## config.mk

```make
export PLATFORM = sky130hd
export DESIGN_NAME = fpu_mant_abs_serial
export DESIGN_NICKNAME = d
export VERILOG_FILES = /design/src/rtl/fpu_mant_pkg.sv /design/src/rtl/fpu_nib_neg.sv /design/src/rtl/fpu_mant_abs_serial.sv
export SDC_FILE = /design/constraint.sdc
export NUM_CORES = 1
export LEC_CHECK = 0
export CAP_MARGIN = 20
export CORE_MARGIN = 1
export CORE_UTILIZATION = 45
export DETAILED_ROUTE_END_ITERATION = 8
export DONT_BUFFER_PORTS = 1
export GPL_TIMING_DRIVEN = 0
export PLACE_DENSITY = 0.7
export SLEW_MARGIN = 20
export SYNTH_ARGS = -nofsm -noshare
export SYNTH_HDL_FRONTEND = slang
export SYNTH_SLANG_ARGS = --single-unit
```

## constraint.sdc

```tcl
create_clock -name i_clk -period 3.8 [get_ports i_clk]
set_clock_uncertainty 0.05 [all_clocks]
set_input_delay 0.76 -clock i_clk [delete_from_list [all_inputs] [get_ports i_clk]]
set_output_delay 0.76 -clock i_clk [all_outputs]
set_load 0.005 [all_outputs]
```

## src/rtl/fpu_mant_pkg.sv

```systemverilog
// Shared types and sizing for the serial mantissa magnitude unit.
package fpu_mant_pkg;

   localparam int unsigned WIDTH_DEF = 28;

   typedef enum logic [1:0] {
      ST_IDLE = 2'd0,
      ST_RUN  = 2'd1,
      ST_DONE = 2'd2
   } state_t;

   // Nibbles per operand for a given mantissa width.
   function automatic int unsigned nib_count(input int unsigned width);
      return width / 4;
   endfunction

endpackage

```

## src/rtl/fpu_nib_neg.sv

```systemverilog
// One nibble of a serial two's-complement negate, carrying a sticky "seen a one" flag.
module fpu_nib_neg (
   input  logic [3:0] i_nib,
   input  logic       i_sticky,
   output logic [3:0] o_nib,
   output logic       o_sticky
);

   logic [3:0] w_lower;

   // Bit i flips once any lower bit (or an earlier nibble) was a one.
   always_comb begin
      w_lower[0] = i_sticky;
      for (int i = 1; i < 4; i++) begin
         w_lower[i] = w_lower[i-1] | i_nib[i-1];
      end
      o_nib    = i_nib ^ w_lower;
      o_sticky = i_sticky | (|i_nib);
   end

endmodule

```

## src/rtl/fpu_mant_abs_serial.sv

```systemverilog
// Serial absolute value of a two's-complement mantissa, one nibble per cycle, LSB first.
module fpu_mant_abs_serial
   import fpu_mant_pkg::*;
#(
   parameter int unsigned WIDTH = WIDTH_DEF
) (
   input  logic             i_clk,
   input  logic             i_rst,
   input  logic             i_valid,
   output logic             o_ready,
   input  logic [WIDTH-1:0] i_data,
   output logic             o_valid,
   input  logic             i_ready,
   output logic [WIDTH-1:0] o_mag,
   output logic             o_neg,
   output logic             o_zero
);

   localparam int unsigned NIB   = nib_count(WIDTH);
   localparam int unsigned CNT_W = (NIB > 1) ? $clog2(NIB) : 1;

   state_t             r_state;
   state_t             w_state_nxt;
   logic [CNT_W-1:0]   r_cnt;
   logic               r_sticky;
   logic [WIDTH-1:0]   r_mag;
   logic               r_neg;
   logic               r_zero;
   logic               w_last;
   logic [3:0]         w_nib_in;
   logic [3:0]         w_nib_neg;
   logic [3:0]         w_nib_res;
   logic               w_sticky_nxt;
   logic               w_ready;
   logic               w_valid;

   assign w_last = (r_cnt == CNT_W'(NIB - 1));

   always_comb begin
      w_nib_in = 4'h0;
      for (int k = 0; k < NIB; k++) begin
         if (r_cnt == CNT_W'(k)) w_nib_in = r_mag[4*k +: 4];
      end
   end

   fpu_nib_neg u_nib_neg (
      .i_nib    (w_nib_in),
      .i_sticky (r_sticky),
      .o_nib    (w_nib_neg),
      .o_sticky (w_sticky_nxt)
   );

   assign w_nib_res = r_neg ? w_nib_neg : w_nib_in;

   always_ff @(posedge i_clk) begin
      if (i_rst) r_state <= ST_IDLE;
      else       r_state <= w_state_nxt;
   end

   always_comb begin
      w_state_nxt = r_state;
      case (r_state)
         ST_IDLE: if (i_valid) w_state_nxt = ST_RUN;
         ST_RUN:  if (w_last)  w_state_nxt = ST_DONE;
         ST_DONE: if (i_ready) w_state_nxt = ST_IDLE;
         default:              w_state_nxt = ST_IDLE;
      endcase
   end

   always_comb begin
      w_ready = 1'b0;
      w_valid = 1'b0;
      case (r_state)
         ST_IDLE: w_ready = 1'b1;
         ST_DONE: w_valid = 1'b1;
         default: ;
      endcase
   end

   // Operand is captured into the result register and rewritten in place nibble by nibble.
   always_ff @(posedge i_clk) begin
      if (i_rst) begin
         r_mag    <= '0;
         r_neg    <= 1'b0;
         r_zero   <= 1'b0;
         r_cnt    <= '0;
         r_sticky <= 1'b0;
      end else begin
         case (r_state)
            ST_IDLE: begin
               if (i_valid) begin
                  r_mag    <= i_data;
                  r_neg    <= i_data[WIDTH-1];
                  r_zero   <= (i_data == '0);
                  r_cnt    <= '0;
                  r_sticky <= 1'b0;
               end
            end
            ST_RUN: begin
               for (int k = 0; k < NIB; k++) begin
                  if (r_cnt == CNT_W'(k)) r_mag[4*k +: 4] <= w_nib_res;
               end
               r_sticky <= w_sticky_nxt;
               r_cnt    <= w_last ? '0 : r_cnt + CNT_W'(1);
            end
            default: ;
         endcase
      end
   end

   assign o_ready = w_ready;
   assign o_valid = w_valid;
   assign o_mag   = r_mag;
   assign o_neg   = r_neg;
   assign o_zero  = r_zero;

endmodule

```

==> results of run 1 <==
==> cell usage in the layout (no fill, tap or decap), drive strengths merged, types with 2 or more instances in the layout <==
cell type	synthesis	final
buf	7	7
a22oi	2	2
mux2i	5	5
o21ai	17	17
and2	4	4
and3	2	2
nor3	4	4
nor2b	4	4
mux2	2	2
o32ai	13	13
or3	2	2
clkbuf	10	17
a21oi	12	12
o22ai	2	2
a221o	2	2
dfxtp	36	36
nand3	4	4
a311oi	16	16
nand3b	2	2
inv	11	11
nand2	30	30
nand2b	16	16
nor2	34	34
ha	4	4
o2bb2ai	4	4
nor4	7	7
==> sequential cells by signal, indices dropped and copies added, names as in the netlist <==
| name | cells |
|---|---|
| o_mag | 28 |
| r_cnt | 3 |
| r_state | 2 |
| o_neg | 1 |
| o_zero | 1 |
| r_sticky | 1 |
==> cell families (layout without fill, tap and decap cells) <==
family,Yosys count,count (layout),synth area share (%)
AO/OA/AOI/OAI,79,79,27.4
XOR/XNOR,1,1,0.407
adder cells (fa/ha/maj),4,4,2.33
buffers and inverters,28,35,6.51
flip-flops,36,36,33.5
multiplexers,8,8,5.00
AND/OR/NAND/NOR,111,111,24.8
==> report_power, final <==
part	internal (mW)	switching, mW	leakage, nW
Combinational	0.0719	0.113	0.430
Clock	0.162	0.136	0.0503
Sequential	0.407	0.0305	0.296
==> per-stage QoR <==
stage | utilization, % | hold slack, ns | cells
after floorplan | - | 0.433 | 267
after global placement | 49.6 | 0.458 | 319
after detailed placement | 49.6 | 0.464 | 319
after CTS | 51.7 | 0.474 | 326
after global routing | 51.7 | 0.485 | 326
final | 51.7 | 0.471 | 326
==> worst max-delay path by stage <==
stage | startpoint | endpoint | slack, ns | depth (start not counted)
3_5_place_dp | r_cnt[0] | o_mag[9] | 0.64 | 13
5_1_grt | r_cnt[0] | o_mag[9] | 0.37 | 14
6_report | r_cnt[0] | o_mag[9] | 0.55 | 13
4_1_cts | r_cnt[0] | o_mag[9] | 0.63 | 13
2_1_floorplan | r_cnt[0] | o_mag[11] | 1.12 | 13
3_3_place_gp | r_cnt[0] | o_mag[9] | 0.67 | 13
==> area by class of cell <==
type	instances	area [µm²]	share of cell area (%)
multi-input cells	203	1290	55.8
plain buffers	17	93.8	4.06
clock buffers	7	96.3	4.16
well taps	52	65.1	2.81
flip-flops and latches	36	721	31.2
inverters	11	46.3	2.00
==> worst max-delay path, cell delays in order (launching register included) <==
cell and delay, ns:
dfxtp_1 0.33, buf_6 0.15, buf_2 0.24, and2_1 0.16, ha_1 0.32, nor2_1 0.17
a221oi_2 0.38, ha_1 0.22, ha_1 0.22, or3_1 0.44, o21ai_0 0.15, nor2_1 0.09
nand2_1 0.09, o32ai_1 0.09
==> routing by layer <==
layer | routed length, µm | up-vias | part of all wire (%) | GRT usage [%]
li1 | - | 1003 | - | -
met1 | 2830 | 1017 | 40 | 39.3
met2 | 3120 | 158 | 44 | 44.8
met3 | 903 | 21 | 13 | 8.83
met4 | 191 | 0 | 2.7 | 11.8
met5 | 0 | - | 0 | 0
==> results.toml, run 1 <==
[global_route]
grtUsageTotal_pct = 29.5
antenna_found_initial = 0
grt_pass1_vias = 2112
grt_pass1_wl_mm = 11.3
grt_overflow_total = 0
grt_max_degree = 11

[cells_and_area]
diodes = 0
fillers = 432
final_cell_area_um2 = 2310
drive_gt1_share_pct = 9.49
area_growth_pct = 7.50
fin_nets = 310

[sta]
hold_viol = 0
maxSlewHeadroom_pct = 38.4
finalSetupViolations = 0
fmax_mhz = 308
rsz0062_at_grt = "no"
final.setup.tns_ns = 0
worst_pin_slew_ns = 0.923
fin_ws_ns = 0.549
slew_violations = 0
finalCritPeriodShare_pct = 85.6
period_minus_slack_ns = 3.25

[yosys]
synth_warnings = 0
synth_top_area_share_pct = 33.5
synth_edf_count = 0
yosysMostFrequentCell = "dfxtp_1"
synthCells = 267
synth_ff_type = "dfxtp_1"
ys_async_sr_fraction_pct = 0
synth_cell_types = 49
syn_nets = 303
ys_top_cells_by_count = "dfxtp_1 (36), nor2_1 (33), nand2_1 (30)"
ys_seq_area_share_pct = 33.5
synth_area_leaders = "dfxtp_1 (33%), a311oi_1 (6.5%), nor2_1 (5.8%), o32ai_1 (5.3%), nand2_1 (5.2%)"
synth_area_leader_cell = "dfxtp_1"
syn_area_per_cell_um2 = 8.06
synth_area_um2 = 2150
ys_seq_elements = 36

[route]
wl_per_cell_um = 21.6
detail-route-antenna-nets = 0
drt-pass1-iter-count = 7
vias = 2199
post_drt_via_cell_ratio = 6.75
finalWirelength_mm = 7.05
drtIter0Drc = 217
drc = 3

[worst_setup_path]
cp-end-kind = "register"
worstPathArrival_ns = 3.34
worst_r2r_path_depth = 13
cp-start-kind = "register"
r2r-end = "o_mag[9]"
cp_max_fo = 10
critPathRequiredTime_ns = 3.89
r2r-start = "r_cnt[0]"
crit_type = "reg2reg"
r2r_slack_ns = 0.55

[placed_design]
gp_congestion = 0.981
post-place-ws_ns = 0.642
dp_hpwl_mm = 5.35
numPortBuffers = 0
placed_area_um2 = 2220

[clock_network]
clk_latency_ns = 0.29
ctsHoldBuffers = 0
cts_tree = "done"
cts_resized = 0
cts_buffers = 5
path_clk_slew_ns = 0.08
cts-root-buf = "clkbuf_8"
cts_max_level = 2
postCtsSetupRepairBufs = 0
cts.sinks = 36
clockBufferDepth = 2

[power]
vdd_drop_max_v = 0.000280
p_total_uw = 919
powerDensity_nw_per_um2 = 397
p_leak_nw = 0.777

[floorplan]
coreArea_um2 = 4470
row_count = 24
start_util_pct = 48.1
fp.dieH_um = 71.2
dieArea_um2 = 5060
num_io_pins = 64
fp.dieW_um = 71.2

[run_status]
status = "finished, violations left"
violations = "design-rule violations"

[min_path]
hold_depth = 2
holdPathEnd = "o_mag[3]"
hold_path.class = "reg2reg"
worstHoldStart = "o_mag[3]"

[flow_run]
drv_cap = 0
No activity file was read; power rests on OpenSTA's default activity.
==> inputs of run 2 (changes only) <==
- REMOVE_ABC_BUFFERS: default -> 1
==> results.toml, run 2 (synthesis gave the netlist of run 1 again) <==
[run_status]
status = "finished, violations left"
violations = "design-rule violations"

[worst_setup_path]
worstPathArrival_ns = 3.52
cp_common_cell = "ha_1"
critPathBufInv = 0
startpoint = "r_cnt[1]"
cp-start-kind = "register"
critPathRequiredTime_ns = 3.90
cp_slowest_cell = "dfxtp_1"
cp_top_family = "adder cells"
max_stage_delay_ns = 0.84
crit_type = "reg2reg"
r2r-start = "r_cnt[1]"
path_cells = "and2_1 -> ha_1 -> nand2_1 -> a311oi_1 -> a221oi_2 -> ha_1 -> ha_1 -> ha_1 -> nor2_1 -> nand2_1 -> mux2i_4 -> o32ai_1"
cp_max_fo = 19
cp-end-kind = "register"

[floorplan]
coreArea_um2 = 4470
start_util_pct = 48.1
fp.dieH_um = 71.2
row_count = 24
dieArea_um2 = 5060
fp.dieW_um = 71.2
num_io_pins = 64

[clock_network]
cts-root-buf = "clkbuf_8"
clockBufferDepth = 2
cts_buffers = 5
path_clk_slew_ns = 0.07
cts_resized = 0
ctsHoldBuffers = 0
cts.sinks = 36
cts_max_level = 2
clk_latency_ns = 0.29
postCtsSetupRepairBufs = 0
cts_tree = "done"

[cells_and_area]
final_cell_mix = "dfxtp_1 (36), nor2_1 (33), nand2_1 (30)"
instances_no_fill = 310
fillers = 428
fin_nets = 293
largest_reg_flops = 28
final_common_cell = "dfxtp_1"
area_growth_pct = 3.08
drive_gt1_share_pct = 8.14
diodes = 0

[placed_design]
dp_hpwl_mm = 4.49
gp_congestion = 0.886
place_inst = 302
post-place-ws_ns = 0.470
numPortBuffers = 0

[power]
combPwrFrac_pct = 17.8
p_total_uw = 883
power.switching_uw = 265
p_int_uw = 618
vdd_drop_max_v = 0.000262
p_leak_nw = 0.727
powerDensity_nw_per_um2 = 398
switching_share_pct = 30.0
seqPwrFrac_pct = 50.4
clockPowerShare_pct = 31.9

[sta]
hold_viol = 0
finalCritPeriodShare_pct = 90.1
maxSlewHeadroom_pct = 47.0
fmax_mhz = 292
final.setup.tns_ns = 0
fin_ws_ns = 0.376
period_minus_slack_ns = 3.42
rsz0062_at_grt = "no"
slew_violations = 0
finalSetupViolations = 0
worst_pin_slew_ns = 0.794

[route]
vias = 2020
finalWirelength_mm = 6.10
wl_per_cell_um = 19.7
drc = 4
drtIter0Drc = 170
drt-pass1-iter-count = 7
detail-route-antenna-nets = 0
post_drt_via_cell_ratio = 6.52

[global_route]
grtUsageTotal_pct = 25.3
grt_max_degree = 50
grt_pass1_vias = 1899
grt_overflow_total = 0
grt_pass1_wl_mm = 9.89
antenna_found_initial = 0

[min_path]
hold_path.class = "reg2reg"
worstHoldStart = "o_mag[9]"

[flow_run]
drv_cap = 0
## run 2: changes by cell type in the layout (fill, tap and decap cells not counted), sizes merged
cell    previous run  this run
clkbuf            17         6
buf                7         0
clkinv             0         2
## run 2: cell type report
type | instances | area, µm² | area share [%]
well taps | 52 | 65.1 | 2.93
clock buffers | 6 | 82.6 | 3.72
inverters | 11 | 46.3 | 2.09
flip-flops and latches | 36 | 721 | 32.5
multi-input cells | 203 | 1290 | 58.3
clock inverters | 2 | 10.0 | 0.451
## run 2: metal layers
metal  share of wire, %  global-route usage (%)
met1                 43                    34.2
met2                 43                    35.7
met3                 13                    12.0
met4                1.1                    7.56
met5                  0                       0
## run 2: path summary, 6_finish.rpt
path              slack [ns]         to  depth (start not counted)
hold reg to reg         0.46   o_mag[9]                          2
hold / removal          0.46   o_mag[9]                          2
setup reg to reg        0.38  o_mag[11]                         12
setup / recovery        0.38  o_mag[11]                         12
## run 2: per-stage QoR
stage	util [%]	hold WS [ns]	area, µm²
after floorplan	-	0.433	2060
after global placement	47.5	0.458	2120
after detailed placement	47.5	0.456	2130
after CTS	49.6	0.467	2220
after global routing	49.6	0.470	2220
final	49.6	0.462	2220
## run 2: worst min-delay path, cell delays in order (launching register included)
cell     delay, ns
dfxtp_1       0.34
inv_1         0.06
o32ai_1       0.07
## run 2: power groups by stage
| stage | clock, mW | combinational, mW | sequential, mW |
|---|---|---|---|
| 4_1_cts | 0.286 | 0.155 | 0.445 |
| 3_5_place_dp | 0 | 0.154 | 0.454 |
| 3_3_place_gp | 0 | 0.151 | 0.453 |
| 2_1_floorplan | 0 | 0.123 | 0.441 |
| 6_report | 0.281 | 0.157 | 0.445 |
| 5_1_grt | 0.303 | 0.175 | 0.450 |
